--- src/rtl/rename_stage_if.sv ---
// rename_stage_if: bundles the decode-side instruction handshake, the ROB
// retire/free slots and the renamed-instruction outputs of the rename stage.
// master = upstream/ROB side driving the stage, slave = the rename stage.
interface rename_stage_if #(
  parameter int AREG_W = 5,
  parameter int TAG_W  = 6
);
  logic              in_valid;
  logic [AREG_W-1:0] in_rs1;
  logic [AREG_W-1:0] in_rs2;
  logic [AREG_W-1:0] in_rd;
  logic              in_rd_wr;
  logic              stall_in;
  logic              free_valid_0;
  logic [TAG_W-1:0]  free_tag_0;
  logic              free_valid_1;
  logic [TAG_W-1:0]  free_tag_1;
  logic              stall;
  logic              out_valid;
  logic [TAG_W-1:0]  out_prs1;
  logic [TAG_W-1:0]  out_prs2;
  logic [TAG_W-1:0]  out_prd;
  logic [TAG_W-1:0]  out_old_prd;
  logic              out_rd_wr;
  logic [TAG_W-1:0]  free_count;
  logic              err_overflow;

  modport master (
    output in_valid, in_rs1, in_rs2, in_rd, in_rd_wr, stall_in,
           free_valid_0, free_tag_0, free_valid_1, free_tag_1,
    input  stall, out_valid, out_prs1, out_prs2, out_prd, out_old_prd,
           out_rd_wr, free_count, err_overflow
  );

  modport slave (
    input  in_valid, in_rs1, in_rs2, in_rd, in_rd_wr, stall_in,
           free_valid_0, free_tag_0, free_valid_1, free_tag_1,
    output stall, out_valid, out_prs1, out_prs2, out_prd, out_old_prd,
           out_rd_wr, free_count, err_overflow
  );
endinterface

--- src/rtl/rename_stage.sv ---
// rename_stage: register-rename stage feeding the reorder buffer.
// Maps rs1/rs2/rd through a register alias table and hands out new physical
// destinations from a circular free list; up to two retired tags are pushed
// back per cycle. Optional feature macro: RENAME_FREE_BYPASS_EN -- when the
// list is empty, a tag freed on slot 0 is handed straight to the instruction.
module rename_stage #(
  parameter int ARCH_REGS = 32,
  parameter int PHYS_REGS = 64,
  parameter int TAG_W     = 6,
  parameter int FL_DEPTH  = 32
) (
  input logic           clk,
  input logic           rst,
  rename_stage_if.slave rif
);
  localparam int FL_W = $clog2(FL_DEPTH);
  localparam logic [TAG_W-1:0] TAG_ZERO = {TAG_W{1'b0}};
  localparam logic [TAG_W-1:0] FL_FULL  = TAG_W'(FL_DEPTH);
  localparam logic [FL_W-1:0]  FL_LAST  = FL_W'(FL_DEPTH - 1);

  // Circular pointer increment; wraps at FL_DEPTH even if not a power of two.
  function automatic logic [FL_W-1:0] fl_inc(input logic [FL_W-1:0] ptr);
    if (ptr == FL_LAST) fl_inc = {FL_W{1'b0}};
    else                fl_inc = ptr + {{(FL_W-1){1'b0}}, 1'b1};
  endfunction

  logic [TAG_W-1:0] rat_r [ARCH_REGS];
  logic [TAG_W-1:0] fl_r  [FL_DEPTH];
  logic [FL_W-1:0]  head_r, tail_r;
  logic [TAG_W-1:0] count_r;
  logic             out_valid_r, out_rd_wr_r, err_overflow_r;
  logic [TAG_W-1:0] out_prs1_r, out_prs2_r, out_prd_r, out_old_prd_r;

  logic             need_alloc_s, list_empty_s, bypass_ok_s, stall_s, accept_s;
  logic             alloc_s, use_bypass_s, alloc_list_s;
  logic [TAG_W-1:0] alloc_tag_s, prs1_s, prs2_s, old_prd_s;
  logic [TAG_W-1:0] cnt_after_alloc_s, cnt_mid_s, count_next_s;
  logic             f0_req_s, f0_wr_s, f0_ovf_s, f1_req_s, f1_wr_s, f1_ovf_s;
  logic [FL_W-1:0]  slot1_idx_s, tail_next_s, head_next_s;

  // Rename decision, allocation source and free-list write slots for this cycle.
  always_comb begin
    need_alloc_s = rif.in_valid & rif.in_rd_wr & (rif.in_rd != {$bits(rif.in_rd){1'b0}});
    list_empty_s = (count_r == TAG_ZERO);
`ifdef RENAME_FREE_BYPASS_EN
    bypass_ok_s  = list_empty_s & rif.free_valid_0 & (rif.free_tag_0 != TAG_ZERO);
`else
    bypass_ok_s  = 1'b0;
`endif
    stall_s      = rif.stall_in | (need_alloc_s & list_empty_s & ~bypass_ok_s);
    accept_s     = rif.in_valid & ~stall_s;
    alloc_s      = accept_s & need_alloc_s;
    use_bypass_s = alloc_s & bypass_ok_s;
    alloc_list_s = alloc_s & ~use_bypass_s;

    if (use_bypass_s) alloc_tag_s = rif.free_tag_0;
    else              alloc_tag_s = fl_r[head_r];

    // x0 is hard-wired to p0 regardless of table contents.
    if (rif.in_rs1 == {$bits(rif.in_rs1){1'b0}}) prs1_s = TAG_ZERO;
    else                                         prs1_s = rat_r[rif.in_rs1];
    if (rif.in_rs2 == {$bits(rif.in_rs2){1'b0}}) prs2_s = TAG_ZERO;
    else                                         prs2_s = rat_r[rif.in_rs2];
    old_prd_s = rat_r[rif.in_rd];

    // Capacity for frees is judged after this cycle's allocation.
    cnt_after_alloc_s = count_r - {{(TAG_W-1){1'b0}}, alloc_list_s};
    f0_req_s  = rif.free_valid_0 & (rif.free_tag_0 != TAG_ZERO) & ~use_bypass_s;
    f0_wr_s   = f0_req_s & (cnt_after_alloc_s < FL_FULL);
    f0_ovf_s  = f0_req_s & ~f0_wr_s;
    cnt_mid_s = cnt_after_alloc_s + {{(TAG_W-1){1'b0}}, f0_wr_s};
    f1_req_s  = rif.free_valid_1 & (rif.free_tag_1 != TAG_ZERO);
    f1_wr_s   = f1_req_s & (cnt_mid_s < FL_FULL);
    f1_ovf_s  = f1_req_s & ~f1_wr_s;
    count_next_s = cnt_mid_s + {{(TAG_W-1){1'b0}}, f1_wr_s};

    if (f0_wr_s) slot1_idx_s = fl_inc(tail_r);
    else         slot1_idx_s = tail_r;
    if (f1_wr_s) tail_next_s = fl_inc(slot1_idx_s);
    else         tail_next_s = slot1_idx_s;
    if (alloc_list_s) head_next_s = fl_inc(head_r);
    else              head_next_s = head_r;
  end

  // Alias table, free-list storage and list pointers.
  always_ff @(posedge clk) begin
    if (rst) begin
      for (int i = 0; i < ARCH_REGS; i++) rat_r[i] <= TAG_W'(i);
      for (int j = 0; j < FL_DEPTH; j++)  fl_r[j]  <= TAG_W'(PHYS_REGS - FL_DEPTH + j);
      head_r  <= {FL_W{1'b0}};
      tail_r  <= {FL_W{1'b0}};
      count_r <= FL_FULL;
    end else begin
      if (alloc_s) rat_r[rif.in_rd] <= alloc_tag_s;
      if (f0_wr_s) fl_r[tail_r] <= rif.free_tag_0;
      if (f1_wr_s) fl_r[slot1_idx_s] <= rif.free_tag_1;
      head_r  <= head_next_s;
      tail_r  <= tail_next_s;
      count_r <= count_next_s;
    end
  end

  // Renamed-instruction output registers: load on accept, hold under stall_in.
  always_ff @(posedge clk) begin
    if (rst) begin
      out_valid_r   <= 1'b0;
      out_prs1_r    <= TAG_ZERO;
      out_prs2_r    <= TAG_ZERO;
      out_prd_r     <= TAG_ZERO;
      out_old_prd_r <= TAG_ZERO;
      out_rd_wr_r   <= 1'b0;
    end else if (accept_s) begin
      out_valid_r <= 1'b1;
      out_prs1_r  <= prs1_s;
      out_prs2_r  <= prs2_s;
      if (need_alloc_s) begin
        out_prd_r     <= alloc_tag_s;
        out_old_prd_r <= old_prd_s;
        out_rd_wr_r   <= 1'b1;
      end else begin
        out_prd_r     <= TAG_ZERO;
        out_old_prd_r <= TAG_ZERO;
        out_rd_wr_r   <= 1'b0;
      end
    end else if (!rif.stall_in) begin
      out_valid_r <= 1'b0;
    end
  end

  // Sticky flag for a free that found the list already full.
  always_ff @(posedge clk) begin
    if (rst) err_overflow_r <= 1'b0;
    else     err_overflow_r <= err_overflow_r | f0_ovf_s | f1_ovf_s;
  end

  assign rif.stall        = stall_s;
  assign rif.out_valid    = out_valid_r;
  assign rif.out_prs1     = out_prs1_r;
  assign rif.out_prs2     = out_prs2_r;
  assign rif.out_prd      = out_prd_r;
  assign rif.out_old_prd  = out_old_prd_r;
  assign rif.out_rd_wr    = out_rd_wr_r;
  assign rif.free_count   = count_r;
  assign rif.err_overflow = err_overflow_r;
endmodule

--- src/flat_wrapper.sv ---
// flat-port wrapper written by rule: the top's interface ports become plain ports
module rename_stage_flat 
#(
  parameter int ARCH_REGS = 32,
  parameter int PHYS_REGS = 64,
  parameter int TAG_W     = 6,
  parameter int FL_DEPTH  = 32
)
  (clk, rst, rif_in_valid, rif_in_rs1, rif_in_rs2, rif_in_rd, rif_in_rd_wr, rif_stall_in, rif_free_valid_0, rif_free_tag_0, rif_free_valid_1, rif_free_tag_1, rif_stall, rif_out_valid, rif_out_prs1, rif_out_prs2, rif_out_prd, rif_out_old_prd, rif_out_rd_wr, rif_free_count, rif_err_overflow);
  rename_stage_if #(.TAG_W(TAG_W)) rif_i ();
  input logic clk;
  input logic rst;
  input wire logic [$bits(rif_i.in_valid)-1:0] rif_in_valid;
  input wire logic [$bits(rif_i.in_rs1)-1:0] rif_in_rs1;
  input wire logic [$bits(rif_i.in_rs2)-1:0] rif_in_rs2;
  input wire logic [$bits(rif_i.in_rd)-1:0] rif_in_rd;
  input wire logic [$bits(rif_i.in_rd_wr)-1:0] rif_in_rd_wr;
  input wire logic [$bits(rif_i.stall_in)-1:0] rif_stall_in;
  input wire logic [$bits(rif_i.free_valid_0)-1:0] rif_free_valid_0;
  input wire logic [$bits(rif_i.free_tag_0)-1:0] rif_free_tag_0;
  input wire logic [$bits(rif_i.free_valid_1)-1:0] rif_free_valid_1;
  input wire logic [$bits(rif_i.free_tag_1)-1:0] rif_free_tag_1;
  output wire logic [$bits(rif_i.stall)-1:0] rif_stall;
  output wire logic [$bits(rif_i.out_valid)-1:0] rif_out_valid;
  output wire logic [$bits(rif_i.out_prs1)-1:0] rif_out_prs1;
  output wire logic [$bits(rif_i.out_prs2)-1:0] rif_out_prs2;
  output wire logic [$bits(rif_i.out_prd)-1:0] rif_out_prd;
  output wire logic [$bits(rif_i.out_old_prd)-1:0] rif_out_old_prd;
  output wire logic [$bits(rif_i.out_rd_wr)-1:0] rif_out_rd_wr;
  output wire logic [$bits(rif_i.free_count)-1:0] rif_free_count;
  output wire logic [$bits(rif_i.err_overflow)-1:0] rif_err_overflow;
  assign rif_i.in_valid = rif_in_valid;
  assign rif_i.in_rs1 = rif_in_rs1;
  assign rif_i.in_rs2 = rif_in_rs2;
  assign rif_i.in_rd = rif_in_rd;
  assign rif_i.in_rd_wr = rif_in_rd_wr;
  assign rif_i.stall_in = rif_stall_in;
  assign rif_i.free_valid_0 = rif_free_valid_0;
  assign rif_i.free_tag_0 = rif_free_tag_0;
  assign rif_i.free_valid_1 = rif_free_valid_1;
  assign rif_i.free_tag_1 = rif_free_tag_1;
  assign rif_stall = rif_i.stall;
  assign rif_out_valid = rif_i.out_valid;
  assign rif_out_prs1 = rif_i.out_prs1;
  assign rif_out_prs2 = rif_i.out_prs2;
  assign rif_out_prd = rif_i.out_prd;
  assign rif_out_old_prd = rif_i.out_old_prd;
  assign rif_out_rd_wr = rif_i.out_rd_wr;
  assign rif_free_count = rif_i.free_count;
  assign rif_err_overflow = rif_i.err_overflow;
  rename_stage #(.ARCH_REGS(ARCH_REGS), .PHYS_REGS(PHYS_REGS), .TAG_W(TAG_W), .FL_DEPTH(FL_DEPTH)) u_core (.clk(clk), .rst(rst), .rif(rif_i));
endmodule
--- config.mk ---
export PLATFORM = sky130hd
export DESIGN_NAME = rename_stage_flat
export DESIGN_NICKNAME = d
export VERILOG_FILES = /design/src/rtl/rename_stage_if.sv /design/src/rtl/rename_stage.sv /design/src/flat_wrapper.sv
export SDC_FILE = /design/constraint.sdc
export NUM_CORES = 1
export LEC_CHECK = 0
export BUFFER_PORTS_ARGS = -buffer_cell sky130_fd_sc_hd__buf_2
export CAP_MARGIN = 0
export CORE_MARGIN = 2
export CORE_UTILIZATION = 45
export CTS_BUF_LIST = sky130_fd_sc_hd__clkbuf_16
export CTS_CLUSTER_DIAMETER = 120
export DETAILED_ROUTE_END_ITERATION = 8
export SETUP_SLACK_MARGIN = 0.05
export SKIP_LAST_GASP = 1
export SLEW_MARGIN = 40
export SYNTH_ARGS = -nofsm -noshare
export SYNTH_HDL_FRONTEND = slang
export SYNTH_SLANG_ARGS = --single-unit
--- constraint.sdc ---
create_clock -name clk -period 6.8 [get_ports clk]
set_input_delay 1.36 -clock clk [delete_from_list [all_inputs] [get_ports clk]]
set_output_delay 1.36 -clock clk [all_outputs]
set_load 0.005 [all_outputs]
==> metrics.md, run 1 <==
| Metric | Value |
|---|---|
| Outcome | finished clean |
| Setup ws final | 0.769 ns |
| Routed WL | roughly 82000 um |
| Global-route wire length before repair | 119000 um |
| Placed Cells | around 2700 |
| CTS Buf Count | 49 |
| Area of the core | approximately 55000 um2 |
| Drt wl/cell | ~30 um |
| Syn-to-layout area delta | 10.5% |
| Post_cts resized | 0 |
| Largest net degree at the start of global routing | 57 |
| Critical path data arrival time | 6.32 ns |
| Number of port buffers | 67 |
| Crit path max-delay family | simple AND/OR/NAND/NOR gates |
| Crit share post-route | 0.887 |
| Post-synthesis sequential area ratio | 0.495 |
| Post-DP HPWL | around 55000 um |
| Hold buffer count at CTS | 0 |
| R2R setup slack | 1.55 ns |
| Yosys warning total | 0 |
| Pre-CTS WS | 0.203 ns |
| CP peak stage delay | roughly 0.62 ns |
| Post-synthesis cell area | 25300 um2 |
| CTS tree | yes |
| Nets@finish | around 2000 |
| # fillers | 4767 |
| CP max-delay cell | nor4_4 |
| GRT Overall Usage | 0.283 |
| Clock buffer depth | 3 |
| Share of layout cells above drive strength 1 | 0.244 |
| Async SR Flop Fraction | 0 |
| DRC viols | 0 |
| Hold Path Stages | 2 |
| Max-cap violations | 0 |
| Hold Crit Class | reg2reg |
| Setup_tns | 0 ns |
| Root buffer cell | clkbuf_16 |
| Worst Hold End | u_core.rif.out_prs2[5] |
| Chip height | between 200 and 250 um |
| Filler-free cell count of the finished design | about 2700 |
| Avg Vias per Cell | ~6.6 |
| Worst-path fanout max | 17 |
| Type of origin of the critical path | input pin |
| Post-layout min period | slightly above 6 ns |
| Ys flop type | edfxtp_1 |
| Initial DRC Count | about 2200 |
| Clock Skews | between 0.02 and 0.03 ns |
| Req. time, crit path | 7.09 ns |
| Worst Tran Pin Value | between 0.8 and 0.9 ns |
| Crit path kind | in2reg |
| H-tree depth | 2 |
| Cells along the critical path | buf_2 > nor3_1 > a21boi_0 > nand3_1 > clkinv_1 > ha_1 > or3b_1 > o31ai_4 > nand3_4 > inv_1 > ha_1 > nor2b_1 > o2111a_1 > o21ai_2 > buf_4 > buf_4 > nor4_4 > or3_1 |
| Starting Density | 0.457 |
| Final estimated routing congestion in global placement | between 0.9 and 1 |
| Setup violators final | 0 |
| Final Slew Violations | 0 |
| RSZ-0062 raised after global routing | no |
| Worst R2R Start | u_core.rif.free_count[3] |
| HP Start | u_core.rif.out_prs2[5] |
| EDFF count, synth | 384 |
| I/O pins | around 70 |
| Die W | ~240 um |
| Pre-antenna DRT Iters | 5 |
| Final Hold Viols | 0 |
| WP buf/inv | 5 |
| Row count | 86 |
| Synthesized netlist cell count | a little under 2000 |
| Synth Register Bits | 432 |
| DIE AREA | a little under 60000 um2 |
| Clk sinks | 432 |
| Syn Area/Cell | ~13 um2 |
| Post-detailed-route count of antenna-violating nets | 0 |
| R2R Path End | u_core.fl_r[4][2] |
| Leakage | just under 0.009 uW |
| GRT overflow | 0 |
| Pwr Density | 226 nW/um2 |
| R2R depth | 17 |
| CTS clk-pin slew, worst paths | roughly 0.060 ns |
| Initial antenna violation count | 2 |
| Max-Slew Margin vs Limit | 0.427 |
| Post-layout util | 0.504 |
| Worst VDD drop | around 0.18 mV |
| Number of distinct library cells after synthesis | 79 |
| Crit. End Element | register |
| Clk_lat worst skew | a little over 0.6 ns |
| Vias in the first global route | approximately 18000 |
| Setup Buffers After CTS | 0 |
| Total number of vias | approximately 18000 |
| Max Freq | 0.166 GHz |
-- cells in the final DEF (no fill, tap or decap), types with 19 or more instances in the layout --
master | Yosys | layout
buf_2 | 12 | 62
dfxtp_1 | 48 | 45
nand2_1 | 251 | 251
nor2_1 | 238 | 238
buf_4 | 2 | 55
nand3_1 | 19 | 19
clkbuf_16 | 0 | 50
edfxtp_1 | 384 | 384
nor3_1 | 79 | 79
a22oi_1 | 32 | 32
mux4_2 | 216 | 216
inv_1 | 16 | 27
a21oi_1 | 29 | 29
o21ai_0 | 29 | 28
mux2i_1 | 183 | 177
-- routing by layer --
| layer | GRT usage | vias to the layer above | share of wire |
|---|---|---|---|
| met4 | 0.121 | 0 | 0.045 |
| met1 | 0.358 | 9157 | 0.37 |
| met2 | 0.482 | 1085 | 0.49 |
| li1 | - | 7581 | - |
| met5 | 0 | - | 0 |
| met3 | 0.0466 | 185 | 0.089 |
-- registers in the layout, indices dropped and copies added (netlist names), named ones only --
register / flops
u_core.rif.free_count: 6
u_core.rif.out_prd: 6
u_core.rif.out_prs1: 6
u_core.rif.out_old_prd: 6
u_core.rif.err_overflow: 1
u_core.tail_r: 5
u_core.rif.out_valid: 1
u_core.rat_r: 192
u_core.head_r: 5
u_core.rif.out_prs2: 6
u_core.fl_r: 192
u_core.rif.out_rd_wr: 1
-- Yosys cell counts (16+ instances only) --
library cell	number	area [um2]
mux4_2	216	4860
nand2_1	251	942
nor2_1	238	893
inv_1	16	60.1
nor4_4	16	340
mux2i_1	183	1830
clkbuf_1	138	518
a21oi_1	29	145
o21ai_0	29	145
dfxtp_1	48	961
edfxtp_1	384	11500
a22oi_1	32	240
buf_1	23	86.3
ha_1	18	225
nand3_1	19	95.1
nor3_1	79	395
a211o_1	16	140
-- area by class of cell --
class                      instances  area (um2)  area share
sequential                       432       12500       0.448
multi-input combinational       1335       12100       0.432
clock buffer                      50        1250      0.0448
tap                              748         936      0.0335
timing repair buffer             122         797      0.0286
clock inverter                    36         263     0.00942
inverter                          24        90.1     0.00323
antenna                            1        2.50   0.0000897
-- power breakdown --
group	internal, uW	switching, uW	leakage, uW
combinational	258	487	0.00447
sequential	2940	54.9	0.00368
clock	1440	1120	0.000794
-- cell families after synthesis --
| group | share of synthesized area |
|---|---|
| compound gates | 0.0526 |
| xor+xnor | 0.00312 |
| fa+ha+maj | 0.00892 |
| buf+inv | 0.0323 |
| flops | 0.495 |
| mux | 0.268 |
| other cells | 0.000148 |
| simple gates | 0.140 |
-- worst max-delay path by stage --
stage                            start  cells past startpoint                 end
after floorplan           rif_in_rd[3]                     16  u_core.fl_r[23][0]
after global placement    rif_in_rd[3]                     18   u_core.fl_r[1][4]
after detailed placement  rif_in_rd[3]                     18   u_core.fl_r[4][1]
after CTS                 rif_in_rd[3]                     18   u_core.fl_r[4][1]
after global routing      rif_in_rd[3]                     18   u_core.fl_r[4][0]
final                     rif_in_rd[3]                     18   u_core.fl_r[4][2]
-- worst register-to-register path: cells and delay by family (launching register included) --
kind	cells	cell delay (ns)
AO/OA/AOI/OAI	3	0.82
adder cells (fa/ha/maj)	2	0.35
buffers and inverters	4	0.70
flip-flops	1	0.58
AND/OR/NAND/NOR	8	2.49
-- through the flow --
stage	hold slack (ns)	power, uW	cell area, um2
4_1_cts	0.456	6310	27900
3_3_place_gp	0.432	3780	26300
3_5_place_dp	0.443	3790	26400
2_1_floorplan	0.439	3510	25300
6_report	0.455	6300	27900
5_1_grt	0.489	6450	27900
Power figures use the tool's default switching activity.
==> run 2: changes to the inputs <==
Clock period 6.8 ns to 5.05 ns, I/O delays scaled along.
==> metrics.md, run 2 (synthesized netlist as in run 1, its figures left out) <==
| Metric | Value |
|---|---|
| Initial DRC Count | 1827 (-15%) |
| Max-Slew Margin vs Limit | 0.414 (-0.0126) |
| Starting Density | 0.457 (unchanged) |
| HP Start | u_core.rif.out_rd_wr |
| Setup ws final | 0.571 ns (-0.198 ns) |
| CP max-delay cell | dfxtp_1 |
| Hold buffer count at CTS | 0 (unchanged) |
| H-tree depth | 2 (unchanged) |
| Post-layout min period | 4.48 ns |
| Most common cell on crit path | buf_4 |
| Post-detailed-route count of antenna-violating nets | 0 (unchanged) |
| R2R Path End | u_core.fl_r[16][0] |
| Largest net degree at the start of global routing | 57 (unchanged) |
| GRT Overall Usage | 0.287 (+0.00424) |
| Seq pwr share | 0.470 (-0.006) |
| Sw frac | 0.258 (-0.00494) |
| Die W | 241 um (unchanged) |
| Pwr Density | 303 nW/um2 (+34%) |
| Worst-path fanout max | 10 (-7) |
| Final estimated routing congestion in global placement | 0.920 (+1.4%) |
| Nets@finish | 2060 (+2.2%) |
| Commonest non-fill, non-tap cell in the layout | edfxtp_1 |
| CTS Buf Count | 48 (-2.0%) |
| Final Hold Viols | 0 (unchanged) |
| Clk sinks | 432 (unchanged) |
| Worst R2R Start | u_core.rif.free_count[3] |
| R2R depth | 16 (-1) |
| Hold Crit Class | reg2reg |
| Vias in the first global route | 18026 (+2.3%) |
| R2R setup slack | 0.57 ns (-0.98 ns) |
| Avg Vias per Cell | 6.46 (-1.4%) |
| CTS tree | yes |
| Share of layout cells above drive strength 1 | 0.265 (+0.0211) |
| Setup Buffers After CTS | 0 (unchanged) |
| Type of origin of the critical path | register |
| Int Pwr | 6370 uW (+37%) |
| Crit path kind | reg2reg |
| Number of port buffers | 67 (unchanged) |
| Worst VDD drop | 0.260 mV (+44%) |
| Commonest cells after routing, fill and taps aside | edfxtp_1, nand2_1, nor2_1, mux4_2, mux2i_1 |
| DRC viols | 0 (unchanged) |
| Max-cap violations | 0 (unchanged) |
| Worst Tran Pin Value | 0.876 ns (+0.0189 ns) |
| Setup violators final | 0 (unchanged) |
| Leakage | 0.00919 uW (+2.7%) |
| Worst Hold End | u_core.rif.out_rd_wr |
| Switching pwr | 2220 uW (+34%) |
| Clk pwr share | 0.408 (+0.002) |
| Clk_lat worst skew | 0.60 ns (about the same) |
| Cells along the critical path | nor3_1 > nand4_1 > nand3_4 > clkinv_4 > ha_4 > or3b_1 > buf_4 > a22o_1 > o21ai_0 > o21ai_1 > buf_4 > inv_1 > ha_1 > nor2b_1 > nand4_2 > nand2_1 |
| Syn-to-layout area delta | 12.2% |
| Crit share post-route | 0.887 |
| Pre-CTS WS | 0.175 ns (-0.0284 ns) |
| CTS clk-pin slew, worst paths | 0.06 ns (about the same) |
| Critical path data arrival time | 4.76 ns (-1.56 ns) |
| Post_cts resized | 0 (unchanged) |
| Req. time, crit path | 5.33 ns (-1.76 ns) |
| Outcome | finished clean |
| Global-route wire length before repair | 121000 um (+1.5%) |
| RSZ-0062 raised after global routing | no |
| Root buffer cell | clkbuf_16 |
| Comb pwr share | 0.122 (+0.004) |
| Initial antenna violation count | 1 (-1) |
| Post-DP HPWL | 56900 um (+2.7%) |
| Crit path from | u_core.rif.free_count[3] |
| Total number of vias | 18033 (+0.14%) |
| Area of the core | 55300 um2 (unchanged) |
| Antenna diodes | 0 (-1) |
| CP peak stage delay | 0.61 ns (about the same) |
| Max Freq | between 0.2 and 0.25 GHz |
| Top Registers | u_core.fl_r x192, u_core.rat_r x192 |
| Clock buffer depth | 3 (unchanged) |
| I/O pins | 68 (unchanged) |
| Setup_tns | 0 ns (unchanged) |
| Drt wl/cell | 29.4 um (-0.91%) |
| Crit. End Element | register |
| Row count | 86 (unchanged) |
| Pre-antenna DRT Iters | 5 (unchanged) |
| Hold Path Stages | 2 (unchanged) |
| Clock Skews | 0.0312 ns (+0.00370 ns) |
| DIE AREA | 58000 um2 (unchanged) |
| GRT overflow | 0 (unchanged) |
| Final Slew Violations | 0 (unchanged) |
| Chip height | 241 um (unchanged) |
| Routed WL | 82100 um (+0.67%) |
run 2: per-layer routing:
metal | vias up | share of wire | track usage | wire (um)
met1 | 9115 | 0.37 | 0.365 | 30700
li1 | 7673 | - | - | -
met4 | 0 | 0.055 | 0.139 | 4490
met2 | 1015 | 0.49 | 0.486 | 40400
met5 | - | 0 | 0 | 0
met3 | 230 | 0.080 | 0.0398 | 6560
run 2: final cells by class:
class | instances | area [um2]
fill | 4808 | 27000
sequential | 432 | 12500
multi-input combinational | 1335 | 12100
clock buffer | 48 | 1200
timing repair buffer | 167 | 1160
tap | 748 | 936
clock inverter | 38 | 335
inverter | 24 | 96.3
run 2: metrics by stage:
step                      total power, uW  cells   util  hold WS, ns  instance area (um2)
after detailed placement             5140   2705  0.484        0.438                26800
final                                8580   2792  0.512        0.449                28300
after global routing                 8810   2792  0.512        0.464                28300
after global placement               5130   2704  0.484        0.430                26800
after floorplan                      4730   1970      -        0.439                25400
after CTS                            8600   2791  0.512        0.449                28300
run 2: worst max path at each step:
stage | cells after the start | to
final | 16 | u_core.fl_r[16][0]
after global routing | 16 | u_core.fl_r[16][0]
after CTS | 16 | u_core.fl_r[16][0]
after detailed placement | 17 | u_core.fl_r[16][0]
after global placement | 17 | u_core.fl_r[18][4]
after floorplan | 18 | u_core.fl_r[23][0]
run 2: worst max-delay path, delay by kind of cell (launching register included):
kind | cells | cell delay (ns)
AO/OA/AOI/OAI | 3 | 0.55
adder cells (fa/ha/maj) | 2 | 0.41
buffers and inverters | 4 | 0.49
flip-flops | 1 | 0.61
AND/OR/NAND/NOR | 7 | 2.13
run 2: power by group through the flow:
| stage | combinational [uW] | sequential (uW) | clock [uW] |
|---|---|---|---|
| global placement | 1010 | 4110 | 0 |
| floorplan | 659 | 4070 | 0 |
| detailed placement | 1030 | 4120 | 0 |
| finish | 1040 | 4040 | 3500 |
| global route | 1090 | 4050 | 3670 |
| CTS | 1030 | 4040 | 3530 |
==> run 3: changes to the inputs <==
--- a/config.mk
+++ b/config.mk
@@ -8,3 +8,2 @@
 export BUFFER_PORTS_ARGS = -buffer_cell sky130_fd_sc_hd__buf_2
-export CAP_MARGIN = 0
 export CORE_MARGIN = 2
@@ -13,2 +12,3 @@
 export CTS_CLUSTER_DIAMETER = 120
+export CTS_CLUSTER_SIZE = 28
 export DETAILED_ROUTE_END_ITERATION = 8
==> constraint.sdc (replaced) <==
create_clock -name clk -period 5.05 [get_ports clk]
set_input_delay 0.2525 -clock clk [delete_from_list [all_inputs] [get_ports clk]]
set_output_delay 0.2525 -clock clk [all_outputs]
set_load 0.005 [all_outputs]
==> metrics.md, run 3 (synthesized netlist as in run 1, its figures left out) <==
| Metric | Value |
|---|---|
| Clock Skews | 0.0379 ns (+0.00668 ns) |
| Worst VDD drop | 0.267 mV (+2.7%) |
| Initial DRC Count | 2153 (+18%) |
| CTS tree | yes |
| Final Hold Viols | 0 (unchanged) |
| GRT Overall Usage | 0.281 (-0.00667) |
| RSZ-0062 raised after global routing | no |
| Setup Buffers After CTS | 0 (unchanged) |
| Hold Crit Class | in2reg |
| Crit share post-route | 0.901 (+0.0141) |
| Hold_ws | 0.0479 ns (-0.401 ns) |
| R2R depth | 16 (unchanged) |
| Post-layout min period | 4.55 ns (+0.0712 ns) |
| CP max-delay cell | nor4_4 |
| Setup violators final | 0 (unchanged) |
| Largest net degree at the start of global routing | 58 (+1.8%) |
| Pre-antenna DRT Iters | 7 (+2) |
| Max-Slew Margin vs Limit | 0.405 (-0.00887) |
| Outcome | finished clean |
| Max-cap violations | 0 (unchanged) |
| Cells along the critical path | nor3_1 > nand4_1 > nand3_1 > clkinv_1 > ha_1 > or3b_1 > o31ai_4 > nand3_4 > inv_1 > ha_1 > nor2b_1 > o2111a_1 > o21ai_2 > buf_12 > nor4_4 > or3_1 |
| Final estimated routing congestion in global placement | 0.905 (-1.6%) |
| Die W | 241 um (unchanged) |
| Post-detailed-route count of antenna-violating nets | 0 (unchanged) |
| CP peak stage delay | 0.59 ns (-0.02 ns) |
| H-tree depth | 1 (-1) |
| Crit path kind | reg2reg |
| Pwr Density | 254 nW/um2 (-16%) |
| Top Registers | u_core.fl_r x192, u_core.rat_r x192 |
| DRC viols | 0 (unchanged) |
| Setup_tns | 0 ns (unchanged) |
| Hold Path Stages | 2 (unchanged) |
| CTS clk-pin slew, worst paths | 0.11 ns (+0.05 ns) |
| # fillers | 4904 (+2.0%) |
| Number of port buffers | 67 (unchanged) |
| Commonest cells after routing, fill and taps aside | edfxtp_1, nand2_1, nor2_1, mux4_2, mux2i_1 |
| Row count | 86 (unchanged) |
| Clk_lat worst skew | 0.59 ns (about the same) |
| Vias in the first global route | 17565 (-2.6%) |
| Total number of vias | 17841 (-1.1%) |
| I/O pins | 68 (unchanged) |
| Share of layout cells above drive strength 1 | 0.249 (-0.0158) |
| Drt wl/cell | 29.4 um (about the same) |
| Max Freq | 0.220 GHz (-1.6%) |
| Global-route wire length before repair | 118000 um (-2.2%) |
| Most common cell on crit path | ha_1 |
| Routed WL | 81100 um (-1.3%) |
| Syn-to-layout area delta | 8.39% |
| Area of the core | 55300 um2 (unchanged) |
| Chip height | 241 um (unchanged) |
| Avg Vias per Cell | 6.48 (+0.30%) |
| Worst-path fanout max | 8 (-2) |
| Type of origin of the critical path | register |
| CTS Buf Count | 19 (-60%) |
| Commonest non-fill, non-tap cell in the layout | edfxtp_1 |
| GRT overflow | 0 (unchanged) |
| Starting Density | 0.457 (unchanged) |
| Critical path data arrival time | 4.82 ns (+0.06 ns) |
| Final Slew Violations | 0 (unchanged) |
| Post-DP HPWL | 56900 um (about the same) |
| Clock buffer depth | 3 (unchanged) |
| Leakage | 0.00875 uW (-4.8%) |
| Initial antenna violation count | 2 (+1) |
| Crit. End Element | register |
| Worst Tran Pin Value | 0.892 ns (+0.0165 ns) |
| Nets@finish | 2044 (-0.78%) |
| Req. time, crit path | 5.32 ns (about the same) |
| Root buffer cell | clkbuf_16 |
| DIE AREA | 58000 um2 (unchanged) |
| Clk sinks | 432 (unchanged) |
run 3: changes by cell type in the layout (fill, tap and decap cells not counted), moves of 5 or more:
cell | previous run | this run
buf_4 | 97 | 110
bufinv_16 | 6 | 0
clkbuf_16 | 48 | 19
clkinv_1 | 12 | 7
clkinv_2 | 9 | 0
run 3: routing by layer:
metal / track usage / vias up / wire length [um]
met5: 0 / - / 11
met4: 0.113 / 2 / 3790
met3: 0.0349 / 182 / 6680
met2: 0.480 / 1065 / 40200
met1: 0.364 / 8979 / 30400
li1: - / 7613 / -
run 3: worst paths after layout:
kind / endpoint / from / slack (ns)
hold reg to reg: u_core.rif.out_prs1[5] / u_core.rif.out_prs1[5] / 0.46
setup reg to reg: u_core.fl_r[2][3] / u_core.rif.free_count[5] / 0.50
setup / recovery: u_core.fl_r[2][3] / u_core.rif.free_count[5] / 0.50
hold / removal: u_core.rif.out_prs1[2] / rst / 0.05
run 3: worst max-delay path, delay by kind of cell (launching register included):
family / cells / cell delay, ns
flops: 1 / 0.48
buf+inv: 3 / 0.41
simple gates: 8 / 2.25
compound gates: 3 / 0.72
fa+ha+maj: 2 / 0.36
run 3: layout make-up:
cell class | instances | area [um2] | share of cell area
flip-flops and latches | 432 | 12500 | 0.457
well taps | 748 | 936 | 0.0342
diodes | 1 | 2.50 | 0.0000914
repair buffers | 180 | 1240 | 0.0454
clock buffers | 19 | 475 | 0.0174
inverters | 24 | 90.1 | 0.00329
clock inverters | 15 | 75.1 | 0.00274
multi-input cells | 1335 | 12100 | 0.440
run 3: power by group:
group          switching (uW)  leakage (uW)  internal, uW  total [uW]
registers                71.1       0.00368          3960        4030
logic                     669       0.00476           382        1050
clock network            1170      0.000310           707        1880
run 3: stage by stage:
step           total power (uW)   util  cells  worst slack [ns]  cell area (um2)
2_1_floorplan              4720      -   1970             0.304            25300
3_3_place_gp               5130  0.484   2714             0.414            26700
3_5_place_dp               5150  0.484   2717             0.361            26800
4_1_cts                    6960  0.495   2752             0.518            27400
5_1_grt                    7140  0.495   2754             0.113            27400
6_report                   6960  0.495   2754             0.500            27400
run 3: what timing repair did:
action                                  4_1_cts  5_1_grt
endpoints found under the setup margin        0        0
hold endpoints to repair                      1        0
hold buffers                                  1        0
gates resized for setup                       0        0
